**src/rtl/nibble_serial_adder_ctrl_if.sv**
```systemverilog
// Request/result bus between a requester and the nibble-serial adder controller.
interface nibble_serial_adder_ctrl_if #(
    parameter int unsigned WORDS = 4
);
    localparam int unsigned W = 4 * WORDS;

    logic         start;
    logic         op;
    logic [W-1:0] a;
    logic [W-1:0] b;
    logic         ready;
    logic         busy;
    logic         done;
    logic [W-1:0] sum;
    logic         cout;
    logic         ovf;

    // Requester side: issues operations, consumes the result.
    modport master (
        output start, op, a, b,
        input  ready, busy, done, sum, cout, ovf
    );

    // Controller side.
    modport slave (
        input  start, op, a, b,
        output ready, busy, done, sum, cout, ovf
    );
endinterface

```
**src/rtl/nibble_serial_adder_ctrl.sv**
```systemverilog
// Nibble-serial add/subtract controller: one shared 4-bit ripple adder, LS nibble first,
// inter-nibble carry kept in a register, registered result with a one-cycle done pulse.
module nibble_serial_adder_ctrl #(
    parameter int unsigned WORDS = 4
) (
    input  logic                        clk,
    input  logic                        rst_n,
    nibble_serial_adder_ctrl_if.slave   bus
);
    localparam int unsigned W      = 4 * WORDS;
    localparam int unsigned IDX_W  = (WORDS > 1) ? $clog2(WORDS) : 1;
    localparam int unsigned BASE_W = IDX_W + 2;
    localparam logic [IDX_W-1:0] IDX_LAST = IDX_W'(WORDS - 1);

    typedef enum logic [1:0] {
        S_IDLE = 2'd0,
        S_RUN  = 2'd1,
        S_DONE = 2'd2
    } state_t;

    state_t             r_state;
    state_t             w_state_nxt;

    logic               r_ready;
    logic               r_busy;
    logic               r_done;
    logic               w_ready_nxt;
    logic               w_busy_nxt;
    logic               w_done_nxt;

    logic [W-1:0]       r_a_lat;
    logic [W-1:0]       r_b_eff;
    logic               r_c;
    logic [IDX_W-1:0]   r_idx;
    logic [W-1:0]       r_work;
    logic [W-1:0]       r_sum;
    logic               r_cout;
    logic               r_ovf;

    logic               w_accept;
    logic               w_last;
    logic [BASE_W-1:0]  w_base;
    logic [3:0]         w_nib_x;
    logic [3:0]         w_nib_y;
    logic [3:0]         w_nib_sum;
    logic               w_nib_cout;
    logic [W-1:0]       w_work_nxt;
    logic               w_ovf;

    assign w_accept = bus.start && r_ready;
    assign w_last   = (r_idx == IDX_LAST);
    assign w_base   = {r_idx, 2'b00};
    assign w_nib_x  = r_a_lat[w_base +: 4];
    assign w_nib_y  = r_b_eff[w_base +: 4];

    // The single shared nibble adder.
    Ripple_Carry_Adder_4bit u_rca (
        .i_x    (w_nib_x),
        .i_y    (w_nib_y),
        .i_cin  (r_c),
        .o_sum  (w_nib_sum),
        .o_cout (w_nib_cout)
    );

    // Working value with the current nibble merged in; on the last nibble this is the result.
    always_comb begin
        w_work_nxt                = r_work;
        w_work_nxt[w_base +: 4]   = w_nib_sum;
    end

    // Signed overflow: operands of equal sign producing a result of the other sign.
    assign w_ovf = (r_a_lat[W-1] == r_b_eff[W-1]) && (w_work_nxt[W-1] != r_a_lat[W-1]);

    // State register.
    always_ff @(posedge clk) begin
        if (!rst_n) begin
            r_state <= S_IDLE;
        end else begin
            r_state <= w_state_nxt;
        end
    end

    // Next-state logic.
    always_comb begin
        w_state_nxt = r_state;
        case (r_state)
            S_IDLE:  if (w_accept) w_state_nxt = S_RUN;
            S_RUN:   if (w_last)   w_state_nxt = S_DONE;
            S_DONE:  w_state_nxt = w_accept ? S_RUN : S_IDLE;
            default: w_state_nxt = S_IDLE;
        endcase
    end

    // Status outputs decoded from the next state so they can be registered.
    always_comb begin
        w_ready_nxt = 1'b1;
        w_busy_nxt  = 1'b0;
        w_done_nxt  = 1'b0;
        case (w_state_nxt)
            S_RUN: begin
                w_ready_nxt = 1'b0;
                w_busy_nxt  = 1'b1;
            end
            S_DONE:  w_done_nxt = 1'b1;
            default: ;
        endcase
    end

    // Registered status outputs.
    always_ff @(posedge clk) begin
        if (!rst_n) begin
            r_ready <= 1'b1;
            r_busy  <= 1'b0;
            r_done  <= 1'b0;
        end else begin
            r_ready <= w_ready_nxt;
            r_busy  <= w_busy_nxt;
            r_done  <= w_done_nxt;
        end
    end

    // Operand capture, nibble stepping and result update on the final nibble.
    always_ff @(posedge clk) begin
        if (!rst_n) begin
            r_a_lat <= '0;
            r_b_eff <= '0;
            r_c     <= 1'b0;
            r_idx   <= '0;
            r_work  <= '0;
            r_sum   <= '0;
            r_cout  <= 1'b0;
            r_ovf   <= 1'b0;
        end else if (w_accept) begin
            r_a_lat <= bus.a;
            r_b_eff <= bus.op ? ~bus.b : bus.b;
            r_c     <= bus.op;
            r_idx   <= '0;
            r_work  <= '0;
        end else if (r_state == S_RUN) begin
            r_work  <= w_work_nxt;
            r_c     <= w_nib_cout;
            r_idx   <= r_idx + IDX_W'(1);
            if (w_last) begin
                r_sum  <= w_work_nxt;
                r_cout <= w_nib_cout;
                r_ovf  <= w_ovf;
            end
        end
    end

    assign bus.ready = r_ready;
    assign bus.busy  = r_busy;
    assign bus.done  = r_done;
    assign bus.sum   = r_sum;
    assign bus.cout  = r_cout;
    assign bus.ovf   = r_ovf;
endmodule

// 4-bit ripple-carry adder shared by the controller.
module Ripple_Carry_Adder_4bit (
    input  logic [3:0] i_x,
    input  logic [3:0] i_y,
    input  logic       i_cin,
    output logic [3:0] o_sum,
    output logic       o_cout
);
    logic [4:0] w_c;

    // Bit-by-bit full-adder chain.
    always_comb begin
        w_c    = '0;
        o_sum  = '0;
        w_c[0] = i_cin;
        for (int i = 0; i < 4; i++) begin
            o_sum[i]  = i_x[i] ^ i_y[i] ^ w_c[i];
            w_c[i+1]  = (i_x[i] & i_y[i]) | (w_c[i] & (i_x[i] ^ i_y[i]));
        end
        o_cout = w_c[4];
    end
endmodule

```
**src/flat_wrapper.sv**
```systemverilog
// flat-port wrapper written by rule: the top's interface ports become plain ports
module nibble_serial_adder_ctrl_flat 
#(
    parameter int unsigned WORDS = 4
)
  (clk, rst_n, bus_start, bus_op, bus_a, bus_b, bus_ready, bus_busy, bus_done, bus_sum, bus_cout, bus_ovf);
  nibble_serial_adder_ctrl_if #(.WORDS(WORDS)) bus_i ();
  input  logic clk;
  input  logic rst_n;
  input wire logic [$bits(bus_i.start)-1:0] bus_start;
  input wire logic [$bits(bus_i.op)-1:0] bus_op;
  input wire logic [$bits(bus_i.a)-1:0] bus_a;
  input wire logic [$bits(bus_i.b)-1:0] bus_b;
  output wire logic [$bits(bus_i.ready)-1:0] bus_ready;
  output wire logic [$bits(bus_i.busy)-1:0] bus_busy;
  output wire logic [$bits(bus_i.done)-1:0] bus_done;
  output wire logic [$bits(bus_i.sum)-1:0] bus_sum;
  output wire logic [$bits(bus_i.cout)-1:0] bus_cout;
  output wire logic [$bits(bus_i.ovf)-1:0] bus_ovf;
  assign bus_i.start = bus_start;
  assign bus_i.op = bus_op;
  assign bus_i.a = bus_a;
  assign bus_i.b = bus_b;
  assign bus_ready = bus_i.ready;
  assign bus_busy = bus_i.busy;
  assign bus_done = bus_i.done;
  assign bus_sum = bus_i.sum;
  assign bus_cout = bus_i.cout;
  assign bus_ovf = bus_i.ovf;
  nibble_serial_adder_ctrl #(.WORDS(WORDS)) u_core (.clk(clk), .rst_n(rst_n), .bus(bus_i));
endmodule
```
**config.mk**
```make
export PLATFORM = sky130hd
export DESIGN_NAME = nibble_serial_adder_ctrl_flat
export DESIGN_NICKNAME = d
export VERILOG_FILES = /design/src/rtl/nibble_serial_adder_ctrl_if.sv /design/src/rtl/nibble_serial_adder_ctrl.sv /design/src/flat_wrapper.sv
export SDC_FILE = /design/constraint.sdc
export NUM_CORES = 1
export LEC_CHECK = 0
export BUFFER_PORTS_ARGS = -buffer_cell sky130_fd_sc_hd__buf_4
export CAP_MARGIN = 30
export CORE_UTILIZATION = 25
export DETAILED_ROUTE_END_ITERATION = 6
export GPL_ROUTABILITY_DRIVEN = 0
export PLACE_DENSITY = 0.49
export SYNTH_ARGS = -nofsm -noshare
export SYNTH_HDL_FRONTEND = slang
export SYNTH_SLANG_ARGS = --single-unit
```
**constraint.sdc**
```tcl
create_clock -name clk -period 5.35 [get_ports clk]
set_clock_uncertainty 0.2 [all_clocks]
set_input_delay 0 -clock clk [delete_from_list [all_inputs] [get_ports clk]]
set_output_delay 0 -clock clk [all_outputs]
set_load 0.005 [all_outputs]
```
# Yosys cells after proc, flatten, opt, wreduce, memory -nomap -nowiden
# Cells that the tools add are included.
[op_classes]
addsub = 2
n_eq_ne = 7
shifts = 4
muxes = 11
bitwise = 23
reduce_logical = 6
[op_table]
columns = ["op", "n"]
rows = [
  ["variable part select 16 x 5 -> 4 bit", 2],
  ["bitwise mux 16 bit", 1],
  ["2-to-1 mux 16 bit", 1],
  ["NOT 16 bit", 1],
  ["variable shift 4 x 6 -> 16 bit, first input constant", 1],
  ["variable part select 4 x 6 -> 16 bit", 1],
  ["AND 1 bit", 8],
  ["XOR 1 bit", 8],
  ["equality test 2 bit, second input constant", 3],
  ["2-to-1 mux 1 bit", 6],
  ["negation 4 -> 6 bit", 1],
  ["case mux 2 bit (3 select lines)", 1],
  ["equality test 2 x 1 -> 1 bit, second input constant", 2],
  ["2-to-1 mux 2 bit", 2],
  ["OR 1 bit", 4],
  ["AND reduction 3 bit", 1],
  ["adder 2 x 1 -> 2 bit, second input constant", 1],
  ["logical AND 1 bit", 2],
  ["logical NOT 2 bit", 1],
  ["NOT 1 bit", 2],
  ["nonzero test 2 bit", 1],
  ["OR reduction 2 bit", 1],
  ["equality test 1 bit", 1],
  ["inequality test 1 bit", 1],
]
[word_totals]
ff_bits = 74
input_bits = 36
output_inout_bits = 21
word_cells = 65

# Longest topological paths before layout
[logic_depth]
depth_word = 13
ltp_mapped = 14
depth_no_buf = 13

# Cells and area by module
# Synthesis repeated with hierarchy kept, for this count alone.
[hier_totals]
cells_unflattened = 359
area_unflattened_um2 = 3364.5
[modules_own_cells]
columns = ["module", "instances", "cells_per_inst", "area_each_um2", "seq_area_each_um2"]
rows = [
  ["nibble_serial_adder_ctrl", 1, 345, 3246.9, 1481.4],
  ["Ripple_Carry_Adder_4bit", 1, 14, 117.6, 0.0],
]

# Least setup slack after synthesis
# OpenSTA, ideal clock, no wires.
[synth_path]
path_type = "reg2reg"
start = "register u_core.r_idx[0]"
end = "register u_core.r_ovf, in the netlist u_core.bus.ovf"
setup_ns = 0.074
t_arrival_ns = 3.252
required_ns = 5.076
setup_slack_ns = 1.824
stages_incl_launch_ff = 15
n_path_buf = 1
period_less_slack_ns = 3.526
cell_sequence = "dfxtp_1 > buf_4 > mux4_2 > inv_1 > fa_1 > inv_1 > fa_1 > inv_1 > fa_1 > inv_1 > fa_1 > and2b_2 > a31oi_4 > or3_1 > a31oi_1"
[synth_via]
elab_chain_len = 13
elab_cells_between_ends = 27
classes_between = "add/sub (1); eq/ne (2); shift (4); mux (1); bitwise (17); reduce/logical (2)"
[synth_lines]
columns = ["item", "line", "source"]
rows = [
  ["from (decl)", "nibble_serial_adder_ctrl.sv:34", "logic [IDX_W-1:0] r_idx;"],
  ["from (signal assigned)", "nibble_serial_adder_ctrl.sv:142", "r_idx <= r_idx + IDX_W'(1);"],
  ["variable part select 16 x 5 -> 4 bit (on tied branches)", "nibble_serial_adder_ctrl.sv:53, nibble_serial_adder_ctrl.sv:54", ""],
  ["XOR 1 bit", "nibble_serial_adder_ctrl.sv:175, nibble_serial_adder_ctrl.sv:176", ""],
  ["AND 1 bit", "nibble_serial_adder_ctrl.sv:176", "w_c[i+1] = (i_x[i] & i_y[i]) | (w_c[i] & (i_x[i] ^ i_y[i]));"],
  ["OR 1 bit", "nibble_serial_adder_ctrl.sv:176", ""],
  ["AND 1 bit", "nibble_serial_adder_ctrl.sv:176", ""],
  ["OR 1 bit", "nibble_serial_adder_ctrl.sv:176", ""],
  ["AND 1 bit", "nibble_serial_adder_ctrl.sv:176", ""],
  ["OR 1 bit", "nibble_serial_adder_ctrl.sv:176", ""],
  ["XOR 1 bit", "nibble_serial_adder_ctrl.sv:175", "o_sum[i] = i_x[i] ^ i_y[i] ^ w_c[i];"],
  ["variable part select 4 x 6 -> 16 bit", "nibble_serial_adder_ctrl.sv:68", "w_work_nxt[w_base +: 4] = w_nib_sum;"],
  ["bitwise mux 16 bit", "nibble_serial_adder_ctrl.sv:68", ""],
  ["inequality test 1 bit", "nibble_serial_adder_ctrl.sv:72", "assign w_ovf = (r_a_lat[W-1] == r_b_eff[W-1]) && (w_work_nxt[W-1] != r_a_lat[W-1]);"],
  ["logical AND 1 bit", "nibble_serial_adder_ctrl.sv:72", ""],
  ["to (signal assigned)", "nibble_serial_adder_ctrl.sv:146", "r_ovf <= w_ovf;"],
  ["to (decl)", "nibble_serial_adder_ctrl.sv:38", "logic r_ovf;"],
]
# Several ways; a longest one is shown, not always the timed one.
# A chain may end at the register's enable or synchronous reset.

# Worst setup path after layout
# Same ends and word-level chain as after synthesis.

==> results.py <==
metrics = {
    "outcome": {
        "outcome": "finished, final reports clean",
    },
    "final_layout": {
        "areaGrowthSynthToFinish_pct": 37.49,
        "finalInstanceArea_um2": 4777,
        "antennaDiodeCount": 0,
        "fin_nets": 497,
        "layout-drive-gt1-share_pct": 18.86,
    },
    "critical_path": {
        "cp.arrival_ns": 4.06,
        "path_class": "reg -> reg",
        "start_kind": "flip-flop",
        "worstPathRequired_ns": 5.41,
        "worstSetupEndpointType": "flip-flop",
        "crit_fanout": 18,
    },
    "sta": {
        "maxSlewViolCount": 0,
        "worstMarginPinSlew_ns": 0.8321,
        "hold_viol_final": 0,
        "setup_viol": 0,
        "post-route-period-util_pct": 74.63,
        "slew_headroom_pct": 44.45,
        "tns_ns": 0,
        "whs_ns": 0.2072,
        "fin_crit_ns": 3.993,
        "rsz0062_at_grt": "false",
        "fmax_mhz": 250.5,
        "setup_slack_ns": 1.357,
    },
    "grt": {
        "grt_antenna_before_repair": 0,
        "grt_overflow": 0,
        "grt_pass1_vias": 2736,
        "grt_pass1_wl_um": 13650,
        "grt_start_max_net_pins": 56,
        "grt_use_total_pct": 12.30,
    },
    "clocking": {
        "cts_sinks": 74,
        "clockBufferDepth": 2,
        "clkTransAtPathRegs_ns": 0.06,
        "insertion_delay_ns": 0.34,
        "cts_tree": "yes",
        "root_buffer": "clkbuf_16",
        "htreeDepth": 3,
        "cts_buffers": 9,
    },
    "logic_synthesis": {
        "yosysSeqAreaShare_pct": 42.64,
        "synth.distinct_cells": 39,
        "synth_top_area_cell": "dfxtp_1",
        "yosys_warnings": 0,
        "synth_cells": 359,
        "synth_area_um2": 3475,
        "postSynthAreaPerCell_um2": 9.679,
        "synth.area.top_cells": "dfxtp_1 (43%), o211a_1 (9.2%), nand2_1 (7.7%)",
        "syn-num-nets": 405,
        "ys_ff_latch": 74,
        "synth_top_area_share_pct": 42.64,
    },
    "floorplan": {
        "dieHeight_um": 119.9,
        "num_rows": 42,
        "dieArea_um2": 14370,
        "start_util_pct": 25.93,
        "io_pins": 57,
        "core_area_um2": 13400,
        "fp.dieW_um": 119.9,
    },
    "power_and_ir_drop": {
        "pwr-share-clk_pct": 44.2,
        "p_switching_w": 0.0003421,
        "cellPowerDensity_nw_per_um2": 305.6,
        "combPwrFrac_pct": 14.6,
        "irDropWorstVdd_mv": 0.1266,
        "power.share.sequential_pct": 41.2,
        "switching_share_pct": 23.43,
        "finalPower_w": 0.001460,
        "p_leak_nw": 2.229,
        "p_int_w": 0.001118,
    },
    "min_path": {
        "hold_path.class": "in -> reg",
    },
    "flow_run": {
        "maxCapViolations": 0,
    },
    "route": {
        "drt_iter0_markers": 115,
        "drcViolationCount": 0,
        "vias": 2785,
        "routed_via_density": 4.407,
        "dr.pass1.iters": 4,
        "wl_per_cell_um": 12.94,
        "ant_nets": 0,
        "wl_um": 8179,
    },
    "placement": {
        "place_area_um2": 3963,
        "io_buffers": 56,
        "pre_cts_ws_ns": 1.303,
        "dp_hpwl_um": 5281,
    },
}
[final timing paths]
| path | cells after the start | startpoint | to | slack (ns) |
|---|---|---|---|---|
| max | 13 | u_core.r_idx[0] | u_core.bus.ovf | 1.36 |
| min | 5 | bus_start | u_core.r_a_lat[1] | 0.21 |
| max reg2reg | 13 | u_core.r_idx[0] | u_core.bus.ovf | 1.36 |
| min reg2reg | 2 | u_core.r_a_lat[13] | u_core.r_a_lat[13] | 0.27 |
[what timing repair did]
item,4_1_cts,5_1_grt
hold buffers,50,0
gates resized for setup,0,0
setup endpoints to repair,0,0
buffers inserted,0,0
endpoints found under the hold margin,50,0
[sequential cells by signal, indices dropped and copies added, names as in the netlist]
register,cells
u_core.r_state,2
u_core.r_c,1
u_core.bus.sum,16
u_core.bus.busy,1
u_core.r_b_eff,16
u_core.r_a_lat,16
u_core.bus.ready,1
u_core.bus.done,1
u_core.bus.cout,1
u_core.bus.ovf,1
u_core.r_work,16
u_core.r_idx,2
[through the flow]
step,util [%],std cells
finish,35.65,632
CTS,35.65,632
detailed placement,29.57,566
global placement,29.57,566
global route,35.65,632
floorplan,-,359
[cell usage after synthesis, drive strengths merged]
cell and n:
nand3 1, nor2 21, nand4bb 1, fa 4, nand2 71, and4bb 1
a22oi 2, o221ai 2, o21ai 1, or3 1, ha 6, mux4 8
nor3b 1, nor2b 15, buf 14, xnor2 16, o211a 32, mux2i 1
and2 2, a31oi 13, nand2b 1, a211oi 13, inv 14, and3 3
clkbuf 13, a21oi 4, a21boi 16, dfxtp 74, and2b 5, o22ai 1
a2bb2oi 2
[routing by layer]
metal	GRT usage, %	vias up	part of all wire (%)
met5	0	-	0
met4	4.219	0	1.3
met3	3.992	8	3.7
met2	20.16	58	48
met1	15.10	1292	47
li1	-	1427	-
[power groups by stage]
stage                     Sequential [W]  Clock, W  Combinational, W
after detailed placement        0.000613         0          0.000179
after global routing            0.000605  0.000692          0.000238
after floorplan                 0.000604         0          0.000136
after CTS                       0.000601  0.000662          0.000214
after global placement          0.000613         0          0.000177
final                           0.000601  0.000646          0.000213
[area by class of cell]
class / instances / area (um2)
Fill cell: 1396 / 8623
Multi-Input combinational cell: 244 / 1773
Sequential cell: 74 / 1481
Timing Repair Buffer: 108 / 935.9
Clock buffer: 14 / 254.0
Tap cell: 176 / 220.2
Clock inverter: 2 / 60.06
Inverter: 14 / 52.55
[logic make-up after synthesis]
logic type	Yosys count	synth area share [%]
buffers and inverters	41	6.337
AND/OR/NAND/NOR	123	16.46
AO/OA/AOI/OAI	86	20.60
adder cells (fa/ha/maj)	10	4.465
XOR/XNOR	16	4.033
multiplexers	9	5.473
flip-flops	74	42.64
[critical path, cell delays in order, from the launching register on]
cell and delay [ns]:
dfxtp_1 0.86, mux4_2 0.59, inv_1 0.09, fa_1 0.16, inv_1 0.05, fa_1 0.35
inv_1 0.08, fa_1 0.16, inv_1 0.05, fa_1 0.51, and2b_2 0.22, a31oi_4 0.11
or3_1 0.32, a31oi_1 0.18
[cell usage in the layout, fill, tap and decap left out, drive strengths merged, types with 2 or more instances in the layout]
| cell | Yosys | layout |
|---|---|---|
| and2b | 5 | 5 |
| and2 | 2 | 2 |
| dlygate4sd3 | 0 | 50 |
| xnor2 | 16 | 16 |
| clkbuf | 13 | 14 |
| a22oi | 2 | 2 |
| a2bb2oi | 2 | 2 |
| bufinv | 0 | 2 |
| ha | 6 | 6 |
| a31oi | 13 | 13 |
| inv | 14 | 14 |
| a21oi | 4 | 4 |
| nand2 | 71 | 71 |
| fa | 4 | 4 |
| buf | 14 | 58 |
| dfxtp | 74 | 74 |
| and3 | 3 | 3 |
| nor2 | 21 | 21 |
| a21boi | 16 | 16 |
| o221ai | 2 | 2 |
| mux4 | 8 | 8 |
| o211a | 32 | 32 |
| a211oi | 13 | 13 |
| nor2b | 15 | 15 |
Power figures use the tool's default switching activity.
